**src/rtl/cpu_ctrl_pkg.sv**
```systemverilog
// Shared definitions for the CPU run/step/breakpoint controller.
// The state encoding is visible on state_o, so the enum values are fixed.
package cpu_ctrl_pkg;

   typedef enum logic [1:0] {
      ST_HALT = 2'b00,
      ST_RUN  = 2'b01,
      ST_STEP = 2'b10,
      ST_BRK  = 2'b11
   } run_state_e;

   localparam int PC_W     = 32;
   localparam int ICOUNT_W = 32;

   function automatic logic is_halted(input run_state_e s);
      return (s == ST_HALT) || (s == ST_BRK);
   endfunction

endpackage

```
**src/rtl/step_debounce.sv**
```systemverilog
// Step-button debouncer: the level rises after DEB_CYCLES consecutive high
// samples and drops on any low sample; pulse_o marks each rising edge of it.
module step_debounce #(
   parameter int DEB_CYCLES = 1_000_000
) (
   input  logic clk,
   input  logic rst,
   input  logic btn_i,
   output logic pulse_o
);

   localparam int               CNT_W  = $clog2(DEB_CYCLES + 1);
   localparam logic [CNT_W-1:0] CNT_TC = CNT_W'(DEB_CYCLES);

   logic [CNT_W-1:0] cnt_q, cnt_d;
   logic             lvl_q, lvl_d;
   logic             lvl_prev_q, lvl_prev_d;

   // Counter saturates at terminal count so a held button stays debounced.
   always_comb begin
      cnt_d      = '0;
      lvl_d      = 1'b0;
      lvl_prev_d = lvl_q;
      if (btn_i) begin
         cnt_d = (cnt_q == CNT_TC) ? cnt_q : cnt_q + CNT_W'(1);
         lvl_d = (cnt_d == CNT_TC);
      end
   end

   always_ff @(posedge clk) begin
      if (rst) begin
         cnt_q      <= '0;
         lvl_q      <= 1'b0;
         lvl_prev_q <= 1'b0;
      end else begin
         cnt_q      <= cnt_d;
         lvl_q      <= lvl_d;
         lvl_prev_q <= lvl_prev_d;
      end
   end

   assign pulse_o = lvl_q & ~lvl_prev_q;

endmodule

```
**src/rtl/cpu_run_ctrl.sv**
```systemverilog
// CPU run controller: free-run, divided slow-run, single-step and PC breakpoint,
// producing the CPU clock-enable and a retired-instruction counter.
//
// state | meaning
// ------+----------------------------------------------------------------
// HALT  | CPU frozen; waits for run switch or a debounced step press
// RUN   | free/slow run; enable on each tick unless the PC hits breakpoint
// STEP  | exactly one enabled cycle, breakpoints ignored, then HALT
// BRK   | stopped on breakpoint; step executes it, run switch off -> HALT
module cpu_run_ctrl
   import cpu_ctrl_pkg::*;
#(
   parameter int DIV_W      = 25,
   parameter int DEB_CYCLES = 1_000_000
) (
   input  logic                clk,
   input  logic                rst,
   input  logic                run_i,
   input  logic                slow_i,
   input  logic                step_i,
   input  logic                bp_en_i,
   input  logic [PC_W-1:0]     bp_addr_i,
   input  logic [PC_W-1:0]     pc_i,
   output logic                cpu_en_o,
   output logic [1:0]          state_o,
   output logic                halted_o,
   output logic [ICOUNT_W-1:0] icount_o
);

   run_state_e          state_q, state_d;
   logic [DIV_W-1:0]    div_q, div_d;
   logic [ICOUNT_W-1:0] icount_q, icount_d;
   logic                step_pulse;
   logic                bp_hit;
   logic                tick;
   logic                cpu_en;

   step_debounce #(
      .DEB_CYCLES (DEB_CYCLES)
   ) u_step_debounce (
      .clk     (clk),
      .rst     (rst),
      .btn_i   (step_i),
      .pulse_o (step_pulse)
   );

   assign bp_hit = bp_en_i & (pc_i == bp_addr_i);
   assign tick   = ~slow_i | (&div_q);

   always_comb begin
      state_d = state_q;
      cpu_en  = 1'b0;
      unique case (state_q)
         ST_HALT: begin
            if (run_i)           state_d = ST_RUN;
            else if (step_pulse) state_d = ST_STEP;
         end
         ST_RUN: begin
            // The breakpoint instruction is held off, not executed, on a hit.
            cpu_en = run_i & tick & ~bp_hit;
            if (!run_i)      state_d = ST_HALT;
            else if (bp_hit) state_d = ST_BRK;
         end
         ST_STEP: begin
            cpu_en  = 1'b1;
            state_d = ST_HALT;
         end
         ST_BRK: begin
            if (!run_i)          state_d = ST_HALT;
            else if (step_pulse) state_d = ST_STEP;
         end
         default: state_d = ST_HALT;
      endcase
      // Reset aborts any enable so nothing commits in the reset cycle.
      if (rst) cpu_en = 1'b0;
   end

   always_comb begin
      div_d = '0;
      if (state_q == ST_RUN) begin
         div_d = slow_i ? div_q + DIV_W'(1) : div_q;
      end
   end

   assign icount_d = icount_q + ICOUNT_W'(cpu_en);

   always_ff @(posedge clk) begin
      if (rst) begin
         state_q  <= ST_HALT;
         div_q    <= '0;
         icount_q <= '0;
      end else begin
         state_q  <= state_d;
         div_q    <= div_d;
         icount_q <= icount_d;
      end
   end

   assign cpu_en_o = cpu_en;
   assign state_o  = state_q;
   assign halted_o = is_halted(state_q);
   assign icount_o = icount_q;

endmodule
```
**config.mk**
```make
export PLATFORM = sky130hd
export DESIGN_NAME = cpu_run_ctrl
export DESIGN_NICKNAME = d
export VERILOG_FILES = /design/src/rtl/cpu_ctrl_pkg.sv /design/src/rtl/step_debounce.sv /design/src/rtl/cpu_run_ctrl.sv
export SDC_FILE = /design/constraint.sdc
export NUM_CORES = 1
export LEC_CHECK = 0
export CAP_MARGIN = 20
export CELL_PAD_IN_SITES_DETAIL_PLACEMENT = 0
export CELL_PAD_IN_SITES_GLOBAL_PLACEMENT = 1
export CORE_ASPECT_RATIO = 0.75
export CORE_UTILIZATION = 33
export CTS_CLUSTER_SIZE = 8
export DETAILED_ROUTE_END_ITERATION = 8
export GPL_TIMING_DRIVEN = 0
export PLACE_DENSITY_LB_ADDON = 0.1
export SYNTH_ARGS = -nofsm -noshare
export SYNTH_HDL_FRONTEND = slang
export SYNTH_HIERARCHICAL = 1
export SYNTH_SLANG_ARGS = --single-unit
```
**constraint.sdc**
```tcl
create_clock -name clk -period 2.86 [get_ports clk]
set_input_delay 0.572 -clock clk [delete_from_list [all_inputs] [get_ports clk]]
set_output_delay 0.572 -clock clk [all_outputs]
set_load 0.05 [all_outputs]
```
==> results.py, run 1 <==
metrics = {
    "route": {
        "ant_nets": 0,
        "routed_wl_um": 10600,
        "viasPerCell": 4.90,
        "vias": 3995,
        "wl_per_cell_um": 13.0,
        "first_pass_iters": 5,
        "post-route-drc-count": 0,
        "drt_first_iter_violations": 166,
    },
    "clocking": {
        "clock-sinks": 81,
        "insertion_delay_ns": 0.33,
        "clk_pin_slew_ns": 0.07,
        "root_buffer": "clkbuf_16",
        "cts_made_buffers": 9,
        "htree_num_levels": 3,
        "cts_tree": "done",
        "ctsHoldBuffers": 0,
        "clock_path_buffers": 2,
    },
    "sta": {
        "worst_pin_slew_ns": 0.697,
        "fin_crit_sh": 0.983,
        "rsz0062_at_grt": "yes",
        "finalHoldViolations": 0,
        "finClkSkew_ns": 0.00819,
        "min_period_ns": 2.81,
        "finalMaxSlewViolations": 0,
        "fmax_mhz": 356,
        "setup_violations": 0,
        "relSlewSlack": 0.531,
    },
    "global_route": {
        "overflow": 0,
        "antenna_found_initial": 0,
        "grt_pass1_vias": 3771,
        "grt_max_degree": 16,
        "grt_first_pass_wirelength_um": 17700,
        "gr-usage-all-layers": 0.162,
    },
    "setup_path": {
        "endpoint": "icount_o[22]$_SDFF_PP0_",
        "reg2reg_depth": 12,
        "slowest_delay_ns": 0.48,
        "crit_top_cell": "ha_4",
        "r2r-end": "icount_o[22]$_SDFF_PP0_",
        "worstReg2RegStart": "div_q[0]$_SDFFE_PP0P_",
        "crit_required_ns": 3.12,
        "arrival_ns": 3.07,
        "path_cells": "ha_1 > and3_1 > nand4_1 > o21ai_2 > or4b_4 > o21ai_4 > ha_4 > ha_4 > inv_4 > or3_4 > or3_1 > a21oi_1",
        "critPathTopFamily": "simple AND/OR/NAND/NOR gates",
        "end_kind": "flop",
        "startpoint": "div_q[0]$_SDFFE_PP0P_",
        "setup.worst_path.start_class": "flop",
        "critPathKind": "reg -> reg",
        "crit_slowest_cell": "or4b_4",
        "reg2reg_slack_ns": 0.05,
        "path_depth": 12,
        "cp_max_fo": 3,
        "crit_buf_inv": 1,
    },
    "finish": {
        "instances_no_fill": 815,
        "syn2layout_area_growth_pct": 42.3,
        "drive_above_1_share": 0.143,
        "fin_util": 0.481,
        "final_common_cell": "clkdlybuf4s50_1",
        "insertedDiodeCount": 0,
        "fillers": 1235,
        "layout_common_cells": "102 x clkdlybuf4s50_1, 69 x nor2_1, 66 x dfxtp_1",
        "finalNetCount": 718,
    },
    "job": {
        "cap_violations": 0,
    },
    "synth": {
        "synth_top_area_cell": "dfxtp_1",
        "yosysWarnings": 6,
        "synth.area.top_cells": "dfxtp_1 37%, xor2_1 13%, nor2_1 5.9%",
        "synth-edff-count": 0,
        "synth.top_cell.area_share": 0.370,
        "syn_area_per_cell_sq_um": 8.53,
        "synth-async-reset-ratio": 0,
        "ys_types": 53,
        "syn_area_sq_um": 4390,
        "synth_fp_nets": 593,
        "ys_ff_latch": 81,
        "synth_cells": 514,
        "synth-seq-area-share": 0.370,
        "synth_ff_type": "dfxtp_1",
    },
    "placement": {
        "place_inst": 790,
        "port_buffers": 105,
        "hpwl_um": 8260,
        "place.gp.congestion": 0.825,
    },
    "run_status": {
        "status": "complete, no violations",
    },
    "floorplan": {
        "start_util": 0.338,
        "dieArea_sq_um": 13800,
        "die_w_um": 135,
        "num_rows": 36,
        "core_area_sq_um": 13000,
        "die_y_um": 102,
        "pin_count": 106,
    },
    "pwr": {
        "leakagePower_nw": 2.18,
        "power_density_nw_per_um2": 406,
        "ir_drop_mv": 0.259,
        "totalPowerFinal_mw": 2.53,
    },
    "hold_path": {
        "hp-class": "reg -> reg",
    },
}
## flip-flops by register name (all words and copies together) (netlist names)
register	flops
state_o	2
div_q	25
u_step_debounce/lvl_prev_d	1
u_step_debounce/lvl_prev_q	1
u_step_debounce/cnt_q	20
icount_o	32
## worst min path at each step
stage                                                     start                               endpoint  slack, ns  depth (start not counted)
after floorplan           u_step_debounce/lvl_prev_d$_SDFF_PP0_  u_step_debounce/lvl_prev_q$_SDFF_PP0_       0.43                          1
after global placement    u_step_debounce/lvl_prev_d$_SDFF_PP0_  u_step_debounce/lvl_prev_q$_SDFF_PP0_       0.45                          1
after detailed placement  u_step_debounce/lvl_prev_d$_SDFF_PP0_  u_step_debounce/lvl_prev_q$_SDFF_PP0_       0.46                          1
after CTS                 u_step_debounce/lvl_prev_d$_SDFF_PP0_  u_step_debounce/lvl_prev_q$_SDFF_PP0_       0.46                          1
after global routing      u_step_debounce/lvl_prev_d$_SDFF_PP0_  u_step_debounce/lvl_prev_q$_SDFF_PP0_       0.47                          1
final                     u_step_debounce/lvl_prev_d$_SDFF_PP0_  u_step_debounce/lvl_prev_q$_SDFF_PP0_       0.46                          1
## routing by layer
layer  part of all wire  global-route usage  vias up
li1                   -                   -     2063
met1               0.49               0.214     1827
met2               0.45               0.263      103
met3              0.053              0.0407        2
met4             0.0036              0.0475        0
met5                  0                   0        -
## layout make-up
type                    instances  area (sq um)  area share
clock buffers                  10           239      0.0383
plain buffers                  14          68.8      0.0110
clock inverters                 6          51.3     0.00822
repair buffers                116          1130       0.181
flip-flops and latches         81          1650       0.264
well taps                     171           214      0.0343
inverters                      11          52.6     0.00842
multi-input cells             406          2840       0.454
## worst register-to-register path: stages, from the launching register on
cell and delay [ns]:
dfxtp_2 0.34, ha_1 0.15, and3_1 0.15, nand4_1 0.12, o21ai_2 0.13, or4b_4 0.48, o21ai_4 0.19, ha_4 0.18
ha_4 0.15, inv_4 0.04, or3_4 0.37, or3_1 0.31, a21oi_1 0.12
## Yosys cell counts, types with 13 or more instances
| cell type | count |
|---|---|
| a21oi_1 | 16 |
| and3_1 | 13 |
| dfxtp_1 | 81 |
| nand2_1 | 30 |
| nand3_1 | 30 |
| nand4_1 | 21 |
| nor2_1 | 69 |
| nor4_1 | 17 |
| o21ai_0 | 16 |
| or3_1 | 16 |
| xnor2_1 | 27 |
| xor2_1 | 65 |
## report_power, final
part	switching (mW)	internal, mW
Clock	0.482	0.622
Sequential	0.00931	1.13
Combinational	0.135	0.151
## per-stage QoR
stage	instance area (sq um)	setup WS (ns)	TNS (ns)	hold WS, ns
detailed placement	5740	-0.723	-15.77	0.461
CTS	6160	0.000373	0	0.458
global route	6240	-0.0776	-0.792	0.475
global placement	5740	-0.764	-15.96	0.452
floorplan	4480	-0.367	-6.93	0.430
finish	6240	0.0476	0	0.456
## logic make-up (layout without fill, tap and decap cells)
group | count (synthesis) | after routing | share of synthesized area
adder cells (fa/ha/maj) | 9 | 9 | 0.0257
buffers and inverters | 27 | 157 | 0.0248
AO/OA/AOI/OAI | 50 | 50 | 0.0690
multiplexers | 2 | 2 | 0.00485
AND/OR/NAND/NOR | 253 | 253 | 0.322
flip-flops | 81 | 81 | 0.370
XOR/XNOR | 92 | 92 | 0.184
## timing repair
item	in CTS	in global routing
pin swaps	11	7
resized for setup	32	20
buffers inserted	8	3
setup endpoints to repair	24	24
(Power assumes the default switching activity.)
==> run 2, diff against run 1 <==
- CTS_CLUSTER_DIAMETER: not set -> 60
- SLEW_MARGIN: not set -> 20
==> results of run 2 <==
The final DEF is identical to that of run 1; final timing and power are the same.
==> run 3, diff against run 2 <==
- SKIP_CTS_REPAIR_TIMING: not set -> 1
==> run 3 against run 2 <==
Against the previous run: the run now ends with setup timing left; clock skew grew 0.00052 ns; largest cell class unchanged; die area is the same; cell count shrank 0.74%; fmax shrank 3.7%; first-iteration DRC count grew 23%; worst hold slack is essentially flat; via count grew 0.70%; non-clock buffer count shrank 6; register-to-register slack lost 0.08 ns; highest routed layer unchanged; cell area shrank 1.1%; global-route usage shrank 0.24 points; setup slack lost 0.11 ns.
==> results.py, run 3 (synthesis results as in run 1) <==
metrics = {
    "finish": {
        "final_common_cell": "clkdlybuf4s50_1",
        "layout_common_cells": "104 x clkdlybuf4s50_1, 73 x dfxtp_1, 69 x nor2_1",
        "drive_above_1_share": 0.118,
        "instances_no_fill": 809,
        "largest_reg_flops": 32,
        "insertedDiodeCount": 0,
        "syn2layout_area_growth_pct": 40.7,
        "finalNetCount": 712,
        "fillers": 1237,
    },
    "sta": {
        "relSlewSlack": 0.562,
        "setup_violations": 7,
        "finalMaxSlewViolations": 0,
        "fmax_mhz": 343,
        "fin_crit_sh": 1.02,
        "worst_pin_slew_ns": 0.652,
        "rsz0062_at_grt": "yes",
        "min_period_ns": 2.92,
        "finalHoldViolations": 0,
        "setup-tns-final_ns": -0.255,
        "finClkSkew_ns": 0.00871,
        "setup_slack_ns": -0.0591,
    },
    "setup_path": {
        "crit_required_ns": 3.06,
        "cp_max_fo": 5,
        "startpoint": "run_i",
        "arrival_ns": 3.12,
        "worstReg2RegStart": "div_q[5]$_SDFFE_PP0P_",
        "reg2reg_slack_ns": -0.03,
        "r2r-end": "icount_o[12]$_SDFF_PP0_",
        "critPathKind": "in -> reg",
        "setup.worst_path.start_class": "primary input",
        "end_kind": "flop",
        "reg2reg_depth": 14,
        "endpoint": "icount_o[12]$_SDFF_PP0_",
    },
    "route": {
        "post-route-drc-count": 0,
        "first_pass_iters": 4,
        "viasPerCell": 4.97,
        "routed_wl_um": 10600,
        "wl_per_cell_um": 13.1,
        "drt_first_iter_violations": 205,
        "vias": 4023,
        "ant_nets": 0,
    },
    "placement": {
        "place.gp.congestion": 0.825,
        "hpwl_um": 8260,
        "port_buffers": 105,
        "place_inst": 790,
    },
    "pwr": {
        "leakagePower_nw": 2.16,
        "p_sw_uw": 626,
        "ir_drop_mv": 0.258,
        "p_clk_frac": 0.436,
        "pwr-share-comb": 0.112,
        "switching_share": 0.247,
        "power_frac_seq": 0.451,
        "p_int_mw": 1.91,
        "power_density_nw_per_um2": 410,
    },
    "run_status": {
        "violations": "setup timing",
        "status": "finished with violations",
    },
    "hold_path": {
        "hp-class": "reg -> reg",
    },
    "clocking": {
        "insertion_delay_ns": 0.33,
        "cts_tree": "done",
        "cts_made_buffers": 9,
        "clock-sinks": 81,
        "clock_path_buffers": 2,
        "clk_pin_slew_ns": 0.06,
        "htree_num_levels": 3,
        "root_buffer": "clkbuf_16",
    },
    "global_route": {
        "antenna_found_initial": 0,
        "grt_max_degree": 16,
        "grt_first_pass_wirelength_um": 17500,
        "overflow": 0,
        "grt_pass1_vias": 3705,
        "gr-usage-all-layers": 0.160,
    },
    "floorplan": {
        "dieArea_sq_um": 13800,
        "start_util": 0.338,
        "pin_count": 106,
        "die_w_um": 135,
        "core_area_sq_um": 13000,
        "die_y_um": 102,
        "num_rows": 36,
    },
    "job": {
        "cap_violations": 0,
    },
}
[run 3: worst max-delay path, stage by stage]
cell	delay [ns]
clkdlybuf4s50_1	0.54
nand2_1	0.13
or4b_4	0.57
o21ai_4	0.16
ha_4	0.18
ha_4	0.16
inv_4	0.05
nor3_4	0.25
buf_6	0.16
and3_4	0.19
xnor2_2	0.10
nor2_1	0.05
[run 3: cell type report]
| type | count | area (sq um) | area share |
|---|---|---|---|
| inverter | 11 | 52.6 | 0.00852 |
| clock inverter | 6 | 51.3 | 0.00831 |
| tap | 171 | 214 | 0.0347 |
| sequential | 81 | 1640 | 0.266 |
| multi-input combinational | 406 | 2820 | 0.457 |
| buffer | 15 | 73.8 | 0.0120 |
| clock buffer | 10 | 239 | 0.0387 |
| timing repair buffer | 109 | 1080 | 0.175 |
[run 3: power groups by stage]
stage | registers [mW] | clock network [mW] | logic [mW]
2_1_floorplan | 1.18 | 0 | 0.120
3_3_place_gp | 1.17 | 0 | 0.281
3_5_place_dp | 1.17 | 0 | 0.284
4_1_cts | 1.14 | 1.15 | 0.285
5_1_grt | 1.14 | 1.19 | 0.311
6_report | 1.14 | 1.10 | 0.285
[run 3: worst min-delay path by stage]
| stage | slack, ns | startpoint | end | depth (start not counted) |
|---|---|---|---|---|
| 2_1_floorplan | 0.43 | u_step_debounce/lvl_prev_d$_SDFF_PP0_ | u_step_debounce/lvl_prev_q$_SDFF_PP0_ | 1 |
| 3_3_place_gp | 0.45 | u_step_debounce/lvl_prev_d$_SDFF_PP0_ | u_step_debounce/lvl_prev_q$_SDFF_PP0_ | 1 |
| 3_5_place_dp | 0.46 | u_step_debounce/lvl_prev_d$_SDFF_PP0_ | u_step_debounce/lvl_prev_q$_SDFF_PP0_ | 1 |
| 4_1_cts | 0.46 | u_step_debounce/lvl_prev_d$_SDFF_PP0_ | u_step_debounce/lvl_prev_q$_SDFF_PP0_ | 1 |
| 5_1_grt | 0.47 | u_step_debounce/lvl_prev_d$_SDFF_PP0_ | u_step_debounce/lvl_prev_q$_SDFF_PP0_ | 1 |
| 6_report | 0.46 | u_step_debounce/lvl_prev_d$_SDFF_PP0_ | u_step_debounce/lvl_prev_q$_SDFF_PP0_ | 1 |
[run 3: per-layer routing]
| layer | GRT usage | wire (um) | vias up |
|---|---|---|---|
| li1 | - | - | 2051 |
| met2 | 0.259 | 4750 | 115 |
| met3 | 0.0407 | 585 | 9 |
| met1 | 0.210 | 5140 | 1848 |
| met4 | 0.0475 | 96 | 0 |
| met5 | 0 | 0 | - |
[run 3: stage by stage]
stage | hold WS (ns) | total power [mW] | area, sq um | utilization | setup WS, ns
5_1_grt | 0.475 | 2.65 | 6170 | 0.476 | -0.193
6_report | 0.456 | 2.53 | 6170 | 0.476 | -0.0591
4_1_cts | 0.458 | 2.57 | 6030 | 0.465 | -0.724
3_3_place_gp | 0.452 | 1.45 | 5740 | 0.443 | -0.764
2_1_floorplan | 0.430 | 1.30 | 4480 | - | -0.367
3_5_place_dp | 0.461 | 1.45 | 5740 | 0.443 | -0.723
